**config.mk**
```make
export PLATFORM = sky130hd
export DESIGN_NAME = data_beat_scheduler
export DESIGN_NICKNAME = d
export VERILOG_FILES = /design/src/rtl/data_beat_scheduler_pkg.sv /design/src/rtl/data_beat_scheduler_frame_len_calc.sv /design/src/rtl/data_beat_scheduler.sv
export SDC_FILE = /design/constraint.sdc
export NUM_CORES = 1
export LEC_CHECK = 0
export ABC_CLOCK_PERIOD_IN_PS = 10300
export BUFFER_PORTS_ARGS = -buffer_cell sky130_fd_sc_hd__buf_2
export CAP_MARGIN = 10
export CORE_UTILIZATION = 30
export CTS_CLUSTER_DIAMETER = 40
export DETAILED_ROUTE_END_ITERATION = 10
export PLACE_DENSITY = 0.53
export RECOVER_POWER = 50
export SLEW_MARGIN = 10
export SYNTH_ARGS = -nofsm -noshare
export SYNTH_HDL_FRONTEND = slang
export SYNTH_SLANG_ARGS = --single-unit
```
**constraint.sdc**
```tcl
create_clock -name clk -period 10.3 [get_ports clk]
set_input_delay 1.545 -clock clk [delete_from_list [all_inputs] [get_ports clk]]
set_output_delay 1.545 -clock clk [all_outputs]
set_load 0.01 [all_outputs]
```
**src/rtl/data_beat_scheduler_pkg.sv**
```systemverilog
// Shared types and widths for the data-beat layer sequencer.
// State encoding, frame dimension width, group width, flush gap floor.
package data_beat_scheduler_pkg;

  localparam int DIM_W   = 9;
  localparam int GRP_W   = 8;
  localparam int GAP_MIN = 2;

  typedef enum logic [2:0] {
    S_IDLE  = 3'd0,
    S_CALC  = 3'd1,
    S_LOAD  = 3'd2,
    S_FLUSH = 3'd3,
    S_RUN   = 3'd4,
    S_NEXT  = 3'd5,
    S_DONE  = 3'd6
  } state_e;

endpackage

```
**src/rtl/data_beat_scheduler_frame_len_calc.sv**
```systemverilog
// Two-stage frame length calculator: col*row, pooled length, overflow.
// Ports: clk, rst, ld (capture cfg), col, row, stride_sel -> conv_len, pool_len, ovf.
module frame_len_calc
  import data_beat_scheduler_pkg::*;
#(
  parameter int ADDR_BIT = 12
) (
  input  logic                clk,
  input  logic                rst,
  input  logic                ld,
  input  logic [DIM_W-1:0]    col,
  input  logic [DIM_W-1:0]    row,
  input  logic                stride_sel,
  output logic [ADDR_BIT-1:0] conv_len,
  output logic [ADDR_BIT-1:0] pool_len,
  output logic                ovf
);

  localparam logic [17:0] PROD_MAX =
    18'((1 << ADDR_BIT) - 1);

  logic [17:0]         prod_d, prod_q;
  logic [15:0]         pprod_d, pprod_q;
  logic                sel_d, sel_q;
  logic                ld2_d, ld2_q;
  logic [ADDR_BIT-1:0] conv_len_d, conv_len_q;
  logic [ADDR_BIT-1:0] pool_len_d, pool_len_q;
  logic                ovf_d, ovf_q;

  always_comb begin
    prod_d     = prod_q;
    pprod_d    = pprod_q;
    sel_d      = sel_q;
    conv_len_d = conv_len_q;
    pool_len_d = pool_len_q;
    ovf_d      = ovf_q;
    ld2_d      = ld;
    // stage 1: multiply straight from the cfg inputs on the accept cycle
    if (ld) begin
      prod_d  = 18'(col) * 18'(row);
      pprod_d = 16'(col >> 1) * 16'(row >> 1);
      sel_d   = stride_sel;
    end
    // stage 2: select pooled length, compare full product
    if (ld2_q) begin
      conv_len_d = ADDR_BIT'(prod_q);
      pool_len_d = sel_q ? ADDR_BIT'(prod_q)
                         : ADDR_BIT'(pprod_q);
      ovf_d      = prod_q > PROD_MAX;
    end
  end

  always_ff @(posedge clk or posedge rst) begin
    if (rst) begin
      prod_q     <= '0;
      pprod_q    <= '0;
      sel_q      <= 1'b0;
      ld2_q      <= 1'b0;
      conv_len_q <= '0;
      pool_len_q <= '0;
      ovf_q      <= 1'b0;
    end else begin
      prod_q     <= prod_d;
      pprod_q    <= pprod_d;
      sel_q      <= sel_d;
      ld2_q      <= ld2_d;
      conv_len_q <= conv_len_d;
      pool_len_q <= pool_len_d;
      ovf_q      <= ovf_d;
    end
  end

  assign conv_len = conv_len_q;
  assign pool_len = pool_len_q;
  assign ovf      = ovf_q;

endmodule

```
**src/rtl/data_beat_scheduler.sv**
```systemverilog
// Layer sequencer: walks oc groups / ic passes, drives weight load and shutdown.
// Ports: start/abort/cfg_* in, wt_ack/quant_done/pool_done events; all outputs registered.
module data_beat_scheduler
  import data_beat_scheduler_pkg::*;
#(
  parameter int ADDR_BIT = 12,
  parameter int GRP_BIT  = GRP_W,
  parameter int GAP      = 4
) (
  input  logic                clk,
  input  logic                rst,
  input  logic                start,
  input  logic                abort,
  input  logic [DIM_W-1:0]    cfg_col,
  input  logic [DIM_W-1:0]    cfg_row,
  input  logic                cfg_pool_stride_sel,
  input  logic [GRP_BIT-1:0]  cfg_ic_grps,
  input  logic [GRP_BIT-1:0]  cfg_oc_grps,
  input  logic                wt_ack,
  input  logic                quant_done,
  input  logic                pool_done,
  output logic                shutdown,
  output logic [DIM_W-1:0]    conv_col,
  output logic [DIM_W-1:0]    conv_row,
  output logic                pool_stride_sel,
  output logic [ADDR_BIT-1:0] conv_addr_len,
  output logic [ADDR_BIT-1:0] pool_addr_len,
  output logic                wt_req,
  output logic [GRP_BIT-1:0]  ic_idx,
  output logic [GRP_BIT-1:0]  oc_idx,
  output logic                first_pass,
  output logic                last_pass,
  output logic                busy,
  output logic                layer_done,
  output logic                cfg_err
);

  localparam int GAP_EFF = (GAP < GAP_MIN) ? GAP_MIN : GAP;
  localparam int GW      = $clog2(GAP_EFF);
  localparam logic [GW-1:0]      GAP_LAST = GW'(GAP_EFF - 1);
  localparam logic [GRP_BIT-1:0] ONE      = GRP_BIT'(1);

  state_e               state_d, state_q;
  logic [DIM_W-1:0]     col_d, col_q;
  logic [DIM_W-1:0]     row_d, row_q;
  logic                 stride_d, stride_q;
  logic [GRP_BIT-1:0]   ic_grps_d, ic_grps_q;
  logic [GRP_BIT-1:0]   oc_grps_d, oc_grps_q;
  logic [GRP_BIT-1:0]   ic_idx_d, ic_idx_q;
  logic [GRP_BIT-1:0]   oc_idx_d, oc_idx_q;
  logic                 calc_cnt_d, calc_cnt_q;
  logic [GW-1:0]        gap_cnt_d, gap_cnt_q;
  logic                 shutdown_d, shutdown_q;
  logic                 wt_req_d, wt_req_q;
  logic                 busy_d, busy_q;
  logic                 layer_done_d, layer_done_q;
  logic                 cfg_err_d, cfg_err_q;
  logic                 first_d, first_q;
  logic                 last_d, last_q;
  logic                 accept;
  logic                 run_evt;
  logic                 ovf;

  assign accept  = (state_q == S_IDLE) && start && !abort;
  // the last pass of a group ends on pool output, the others on quant output
  assign run_evt = last_q ? pool_done : quant_done;

  frame_len_calc #(
    .ADDR_BIT (ADDR_BIT)
  ) u_len (
    .clk        (clk),
    .rst        (rst),
    .ld         (accept),
    .col        (cfg_col),
    .row        (cfg_row),
    .stride_sel (cfg_pool_stride_sel),
    .conv_len   (conv_addr_len),
    .pool_len   (pool_addr_len),
    .ovf        (ovf)
  );

  always_comb begin
    state_d    = state_q;
    col_d      = col_q;
    row_d      = row_q;
    stride_d   = stride_q;
    ic_grps_d  = ic_grps_q;
    oc_grps_d  = oc_grps_q;
    ic_idx_d   = ic_idx_q;
    oc_idx_d   = oc_idx_q;
    calc_cnt_d = calc_cnt_q;
    gap_cnt_d  = gap_cnt_q;
    cfg_err_d  = cfg_err_q;
    first_d    = first_q;
    last_d     = last_q;

    if (abort) begin
      state_d = S_IDLE;
    end else begin
      unique case (state_q)
        S_IDLE: begin
          if (start) begin
            col_d      = cfg_col;
            row_d      = cfg_row;
            stride_d   = cfg_pool_stride_sel;
            ic_grps_d  = (cfg_ic_grps == '0) ? ONE
                                             : cfg_ic_grps;
            oc_grps_d  = (cfg_oc_grps == '0) ? ONE
                                             : cfg_oc_grps;
            ic_idx_d   = '0;
            oc_idx_d   = '0;
            cfg_err_d  = 1'b0;
            calc_cnt_d = 1'b0;
            state_d    = S_CALC;
          end
        end
        S_CALC: begin
          if (!calc_cnt_q) begin
            calc_cnt_d = 1'b1;
          end else if (ovf) begin
            cfg_err_d = 1'b1;
            state_d   = S_DONE;
          end else begin
            state_d = S_LOAD;
          end
        end
        S_LOAD: begin
          if (wt_ack) begin
            gap_cnt_d = '0;
            state_d   = S_FLUSH;
          end
        end
        S_FLUSH: begin
          if (gap_cnt_q == GAP_LAST) begin
            state_d = S_RUN;
          end else begin
            gap_cnt_d = gap_cnt_q + GW'(1);
          end
        end
        S_RUN: begin
          if (run_evt) begin
            state_d = S_NEXT;
          end
        end
        S_NEXT: begin
          if (ic_idx_q < ic_grps_q - ONE) begin
            ic_idx_d = ic_idx_q + ONE;
            state_d  = S_LOAD;
          end else if (oc_idx_q < oc_grps_q - ONE) begin
            ic_idx_d = '0;
            oc_idx_d = oc_idx_q + ONE;
            state_d  = S_LOAD;
          end else begin
            state_d = S_DONE;
          end
        end
        S_DONE: begin
          state_d = S_IDLE;
        end
        default: begin
          state_d = S_IDLE;
        end
      endcase
    end

    // pass flags only move on LOAD entry, so they hold through RUN
    if (state_d == S_LOAD && state_q != S_LOAD) begin
      first_d = (ic_idx_d == '0);
      last_d  = (ic_idx_d == ic_grps_d - ONE);
    end

    shutdown_d   = (state_d != S_RUN);
    wt_req_d     = (state_d == S_LOAD);
    busy_d       = (state_d != S_IDLE);
    layer_done_d = (state_d == S_DONE);
  end

  always_ff @(posedge clk or posedge rst) begin
    if (rst) begin
      state_q      <= S_IDLE;
      col_q        <= '0;
      row_q        <= '0;
      stride_q     <= 1'b0;
      ic_grps_q    <= '0;
      oc_grps_q    <= '0;
      ic_idx_q     <= '0;
      oc_idx_q     <= '0;
      calc_cnt_q   <= 1'b0;
      gap_cnt_q    <= '0;
      shutdown_q   <= 1'b1;
      wt_req_q     <= 1'b0;
      busy_q       <= 1'b0;
      layer_done_q <= 1'b0;
      cfg_err_q    <= 1'b0;
      first_q      <= 1'b0;
      last_q       <= 1'b0;
    end else begin
      state_q      <= state_d;
      col_q        <= col_d;
      row_q        <= row_d;
      stride_q     <= stride_d;
      ic_grps_q    <= ic_grps_d;
      oc_grps_q    <= oc_grps_d;
      ic_idx_q     <= ic_idx_d;
      oc_idx_q     <= oc_idx_d;
      calc_cnt_q   <= calc_cnt_d;
      gap_cnt_q    <= gap_cnt_d;
      shutdown_q   <= shutdown_d;
      wt_req_q     <= wt_req_d;
      busy_q       <= busy_d;
      layer_done_q <= layer_done_d;
      cfg_err_q    <= cfg_err_d;
      first_q      <= first_d;
      last_q       <= last_d;
    end
  end

  assign shutdown        = shutdown_q;
  assign conv_col        = col_q;
  assign conv_row        = row_q;
  assign pool_stride_sel = stride_q;
  assign wt_req          = wt_req_q;
  assign ic_idx          = ic_idx_q;
  assign oc_idx          = oc_idx_q;
  assign first_pass      = first_q;
  assign last_pass       = last_q;
  assign busy            = busy_q;
  assign layer_done      = layer_done_q;
  assign cfg_err         = cfg_err_q;

endmodule

```
# [Word level (Yosys, flattened, before mapping)]
# Index checks and enable logic that the tools add are counted.
[op_classes] n_div=0 n_mul=2 n_lt_le_gt_ge=3 n_reduce_logical=17 muxes=34 addsub=6 n_eq_ne=18 n_shift=0 bitwise=1
[ops] operator="8-bit two-way mux" n=12
[ops] operator="8-bit case mux with 2 select lines" n=2
[ops] operator="3-bit two-way mux" n=9
[ops] operator="8-bit logical NOT" n=3
[ops] operator="8-bit by 1-bit subtractor with 8-bit output, second input constant" n=3
[ops] operator="18-bit by 12-bit > comparator with 1-bit output, second input constant" n=1
[ops] operator="9-bit by 9-bit multiplier with 18-bit output" n=1
[ops] operator="3-bit case mux with 6 select lines" n=1
[ops] operator="8-bit by 1-bit adder with 8-bit output, second input constant" n=2
[ops] operator="8-bit less-than comparator" n=2
[ops] operator="8-bit by 8-bit multiplier with 12-bit output" n=1
[ops] operator="12-bit two-way mux" n=1
[ops] operator="2-bit != test, second input constant" n=6
[ops] operator="5-bit AND reduction" n=2
[ops] operator="3-bit by 2-bit == test with 1-bit output, second input constant" n=3
[ops] operator="3-bit == test, second input constant" n=3
[ops] operator="8-bit == test" n=1
[ops] operator="3-bit AND reduction" n=2
[ops] operator="2-bit nonzero test" n=3
[ops] operator="1-bit two-way mux" n=4
[ops] operator="2-bit two-way mux" n=2
[ops] operator="1-bit case mux with 2 select lines" n=2
[ops] operator="2-bit case mux with 2 select lines" n=1
[ops] operator="4-bit AND reduction" n=1
[ops] operator="other kinds (11)" n=13
[totals] wordCells=105 mem_bits_ro=0 output_inout_bits=66 reg_bits=121 mem_count=0 ram_bits=0 in_bits=42 latch_bits=0

# [Depth between registers and ports, before layout]
[depth] ltp_word=8 mapped_depth=21 mapped_depth_nobuf=20

# [By module]
# From an unflattened synthesis, not the netlist that was laid out.
[unflattened] cells_unflattened=1007 hier_area_um2=9566.7
[by_module_without_submodules] module="frame_len_calc" seq_area_each_um2=1426.4 area_each_um2=5788.1 n_inst=1 cells_per_inst=592
[by_module_without_submodules] module="data_beat_scheduler" seq_area_each_um2=1602.8 area_each_um2=3778.6 n_inst=1 cells_per_inst=415

# [Worst setup path after synthesis]
# OpenSTA, ideal clock, no wires.
[synth_timing] path_kind="input to register" startpoint="input cfg_row[1]" endpoint="register u_len.prod_q[17]" setup_ps=137 n_path_buf=1 required_ps=10163 path_slack_ps=4519 stages=18 arrival_time_ps=5644 path_cell_list="clkbuf_1 > and2_1 > fa_1 > fa_1 > ha_1 > inv_1 > fa_1 > inv_1 > ha_1 > a21o_1 > a21oi_1 > o21ai_0 > a31oi_1 > o21ai_0 > o41ai_1 > o21ai_0 > xnor2_1 > o21ai_0"
[synth_via] elab_chain_cells=1
[synth_rtl] item="from (decl)" line="data_beat_scheduler.sv:15" text="input logic [DIM_W-1:0] cfg_row,"
[synth_rtl] item="9-bit by 9-bit multiplier with 18-bit output" line="data_beat_scheduler_frame_len_calc.sv:40" text="prod_d = 18'(col) * 18'(row);"
[synth_rtl] item="to (signal assigned)" line="data_beat_scheduler_frame_len_calc.sv:63" text="prod_q <= prod_d;"
[synth_rtl] item="to (decl)" line="data_beat_scheduler_frame_len_calc.sv:22" text="logic [17:0] prod_d, prod_q;"
# No other way between the ends.
# A chain may end at the register's enable or synchronous reset.

# [Worst setup path after layout]
[layout_timing] startpoint="input cfg_col[4]" endpoint="register u_len.prod_q[17]"
[layout_via] elab_chain_cells=1
[layout_rtl] item="from (decl)" line="data_beat_scheduler.sv:14" text="input logic [DIM_W-1:0] cfg_col,"
[layout_rtl] item="9-bit by 9-bit multiplier with 18-bit output" line="data_beat_scheduler_frame_len_calc.sv:40"
# No other way between the ends.

==> results.txt <==
TritonCTS buffer count - 17
RSZ-0062 raised after global routing - no
Critical Path AT - 6.07 ns
CTS Hold Bufs - 0
Total Wirelength - 22.5 mm
Critical-path cell list - buf_2 > and2_1 > fa_1 > fa_1 > ha_1 > inv_1 > fa_1 > inv_1 > ha_1 > a21o_1 > a21oi_1 > o21ai_0 > a31oi_1 > o21ai_0 > o41ai_1 > o21ai_0 > xnor2_1 > o21ai_0
Launch point of the worst path - cfg_col[4]
Ys async rst share - 100%
Global-route wire length before repair - 36.7 mm
Maxcap violations - 2
CP required - 10.56 ns
R2R Path Start - oc_grps_q[2]
Mean post-synth cell area - 9.09 µm²
Clk slew on worst S/H paths - 0.07 ns
Post-synthesis mux area share - 4.27%
GPL Wtd Cong - 0.807
CP Max Fanout - 10
Worst-skew pair later-pin latency - 0.42 ns
CTS H-tree depth - 4
Placed Cells - 1470
Layout cells sized above 1 - 9.89%
Post-synthesis xor/xnor area fraction - 4.52%
Post-Synth Simple-Gate Area - 17.9%
N_diodes - 0
Total Routing Usage GR - 15.1%
Cell Pwr Density - 248 nW/µm²
Final min period - 5.81 ns
Syn_nets - 1200
Final setup viols - 0
Synthesis Warnings - 0
Post-synthesis cell count - 1013
Worst R2R Path Depth - 13
Routed Antenna Nets - 0
Max-slew violation count - 107
Area after DPL - 10100 µm²
Worst Tran Pin Value - 3.28 ns
Worst Hold Class - flop to flop
Leak - 5.36 nW
CTS sink count - 121
Hold EP - u_len.pprod_q[4]
Hold Path Stages - 2
Period utilisation layout - 56.4%
Most used cell, CP - o21ai_0
Initial core utilization - 30.8%
Setup Skew - 0.0120 ns
Largest net degree at the start of global routing - 87
HPWL Detailed - 16.8 mm
WP buf/inv - 3
Top cell type by total area after synthesis - dfrtp_1
Die H - 177 µm
Site Rows - 63
Startpoint Class - input pin
Peak VDD IR - 0.152 mV
Critical path type - input pin to flop
Die Wd - 177 µm
Failing checks - max-capacitance violations, max-slew violations
Non-Filler Instances - 1502
DRT Pass-1 Iters - 5
Drc violations - 0
Setup crit end kind - flop
Die ar. - 31400 µm²
EDFF count, synth - 0
CTS tree - built
Share of the synthesized area in the top cell type - 32.6%
Reg-to-Reg End - last_pass
DRT iter0 DRCs - 319
Main combinational cell family by area after synthesis - adder cells
Port bufs - 107
Register area share after synthesis - 32.9%
Status - finished, violations left
Netlist cell types - 60
Yosys reg bits - 121
Setup Buffers After CTS - 0
Post-CTS Resized - 0
Area grow syn2layout - 15.2%
Synth Cell Area - 9210 µm²
Antenna violations before repair - 0
F_max - 172 MHz
Nets@finish - 1286
R2R setup slack - 6.47 ns
Worst Min Path Start - u_len.pprod_q[4]
Total number of vias - 6903
CORE AREA - 30000 µm²
Design Area, Final - 10600 µm²
Most common flop cell mapped by yosys - dfrtp_1
Max transition margin - -120%
Synth Area in Adders - 25.0%
Final Hold Vio Count - 0
Slowest cell on the critical path - fa_1
Vias in the first global route - 6843
I/O Pins - 108
Setup TNS - 0 ns
CTS root buffer - clkbuf_16
Via density - 4.60
WL/cell - 15.0 µm
Top post-synthesis cells by area - dfrtp_1, fa_1, ha_1
Clk buf depth - 2
Worst path max stage delay - 0.59 ns
CP delay by family, top - adder cells
GRT overflow - 0
Compound-Gate Fraction of Synth Area - 8.00%
[worst max path at each step]
| stage | endpoint | slack, ns | cells past startpoint |
|---|---|---|---|
| 6_report | u_len.prod_q[17] | 4.49 | 18 |
| 3_3_place_gp | u_len.prod_q[17] | 4.06 | 18 |
| 4_1_cts | u_len.prod_q[17] | 4.50 | 18 |
| 2_1_floorplan | u_len.prod_q[17] | 4.52 | 18 |
| 5_1_grt | u_len.prod_q[17] | 4.14 | 18 |
| 3_5_place_dp | u_len.prod_q[17] | 4.06 | 18 |
[cell type report]
| type | count | area [µm²] |
|---|---|---|
| Clock buffer | 18 | 439 |
| Clock inverter | 14 | 148 |
| Fill cell | 3165 | 19300 |
| Inverter | 136 | 513 |
| Multi-Input combinational cell | 712 | 5500 |
| Sequential cell | 121 | 3030 |
| Tap cell | 390 | 488 |
| Timing Repair Buffer | 111 | 492 |
[stage by stage]
step / hold WS [ns] / power [mW] / setup slack, ns / util (%)
after floorplan: 0.445 / 1.71 / 4.52 / -
after global routing: 0.494 / 2.89 / 4.14 / 35.4
after detailed placement: 0.457 / 2.07 / 4.06 / 33.7
final: 0.477 / 2.63 / 4.49 / 35.4
after global placement: 0.456 / 2.06 / 4.06 / 33.7
after CTS: 0.481 / 2.69 / 4.50 / 35.7
[where the power goes]
part	leakage, nW	switching [mW]	internal (mW)	total [mW]
clock network	0.286	0.239	0.364	0.603
logic	3.55	0.683	0.518	1.20
registers	1.52	0.165	0.665	0.830
[cell usage after synthesis, drive strengths merged, types with 2 or more instances]
| cell type | number |
|---|---|
| nand2 | 192 |
| inv | 135 |
| dfrtp | 120 |
| ha | 80 |
| fa | 65 |
| and2 | 49 |
| nor2 | 47 |
| o21ai | 46 |
| a21oi | 36 |
| clkbuf | 36 |
| xnor2 | 25 |
| mux2i | 22 |
| xor2 | 20 |
| nand3 | 18 |
| mux2 | 15 |
| nor3 | 13 |
| and3 | 10 |
| buf | 8 |
| o31ai | 7 |
| a31oi | 6 |
| nor4 | 6 |
| or3 | 6 |
| nand2b | 5 |
| a21o | 4 |
| o22ai | 4 |
| o21bai | 3 |
| or4 | 3 |
| a211oi | 2 |
| a22o | 2 |
| and4 | 2 |
| nand3b | 2 |
| nand4 | 2 |
| nor2b | 2 |
| o211ai | 2 |
[registers in the layout, indices dropped and copies added, names as in the netlist, 3 cells and up]
register,cells
oc_idx,8
conv_row,9
u_len.conv_len,12
ic_idx,8
state_q,3
oc_grps_q,8
u_len.pprod_q,12
conv_col,9
u_len.pool_len,12
u_len.prod_q,18
ic_grps_q,8
[logic make-up after synthesis]
logic type	count (synthesis)
simple gates	361
buf+inv	180
fa+ha+maj	145
compound gates	123
flops	121
xor+xnor	46
mux	37
[placed cells by master (no fill, tap or decap), types with 20 or more instances in the layout]
cell type | Yosys | final
o21ai_0 | 44 | 44
clkbuf_1 | 36 | 57
dfrtp_1 | 120 | 120
xnor2_1 | 25 | 25
buf_2 | 2 | 51
mux2i_1 | 22 | 22
and2_1 | 49 | 49
a21oi_1 | 36 | 36
inv_1 | 135 | 134
fa_1 | 65 | 65
ha_1 | 80 | 80
nand2_1 | 192 | 192
nor2_1 | 47 | 47
xor2_1 | 20 | 20
[layer usage]
metal | wire length [µm] | GRT usage, % | up-vias
met2 | 9530 | 22.4 | 125
met1 | 11900 | 22.4 | 3330
li1 | - | - | 3441
met4 | 207 | 4.24 | 0
met5 | 0 | 0 | -
met3 | 821 | 2.15 | 7
[worst register-to-register path, cell delays in order, from the launching register on]
cell	delay [ns]
dfrtp_1	0.42
or4_1	0.56
nor4_1	0.26
xnor2_1	0.11
ha_1	0.20
a2111oi_0	0.29
nand2_1	0.10
o22ai_1	0.51
o21ai_0	0.19
a31oi_1	0.30
and3_1	0.23
o31a_1	0.24
nand3_1	0.11
o31ai_2	0.22
(Power assumes the default switching activity.)
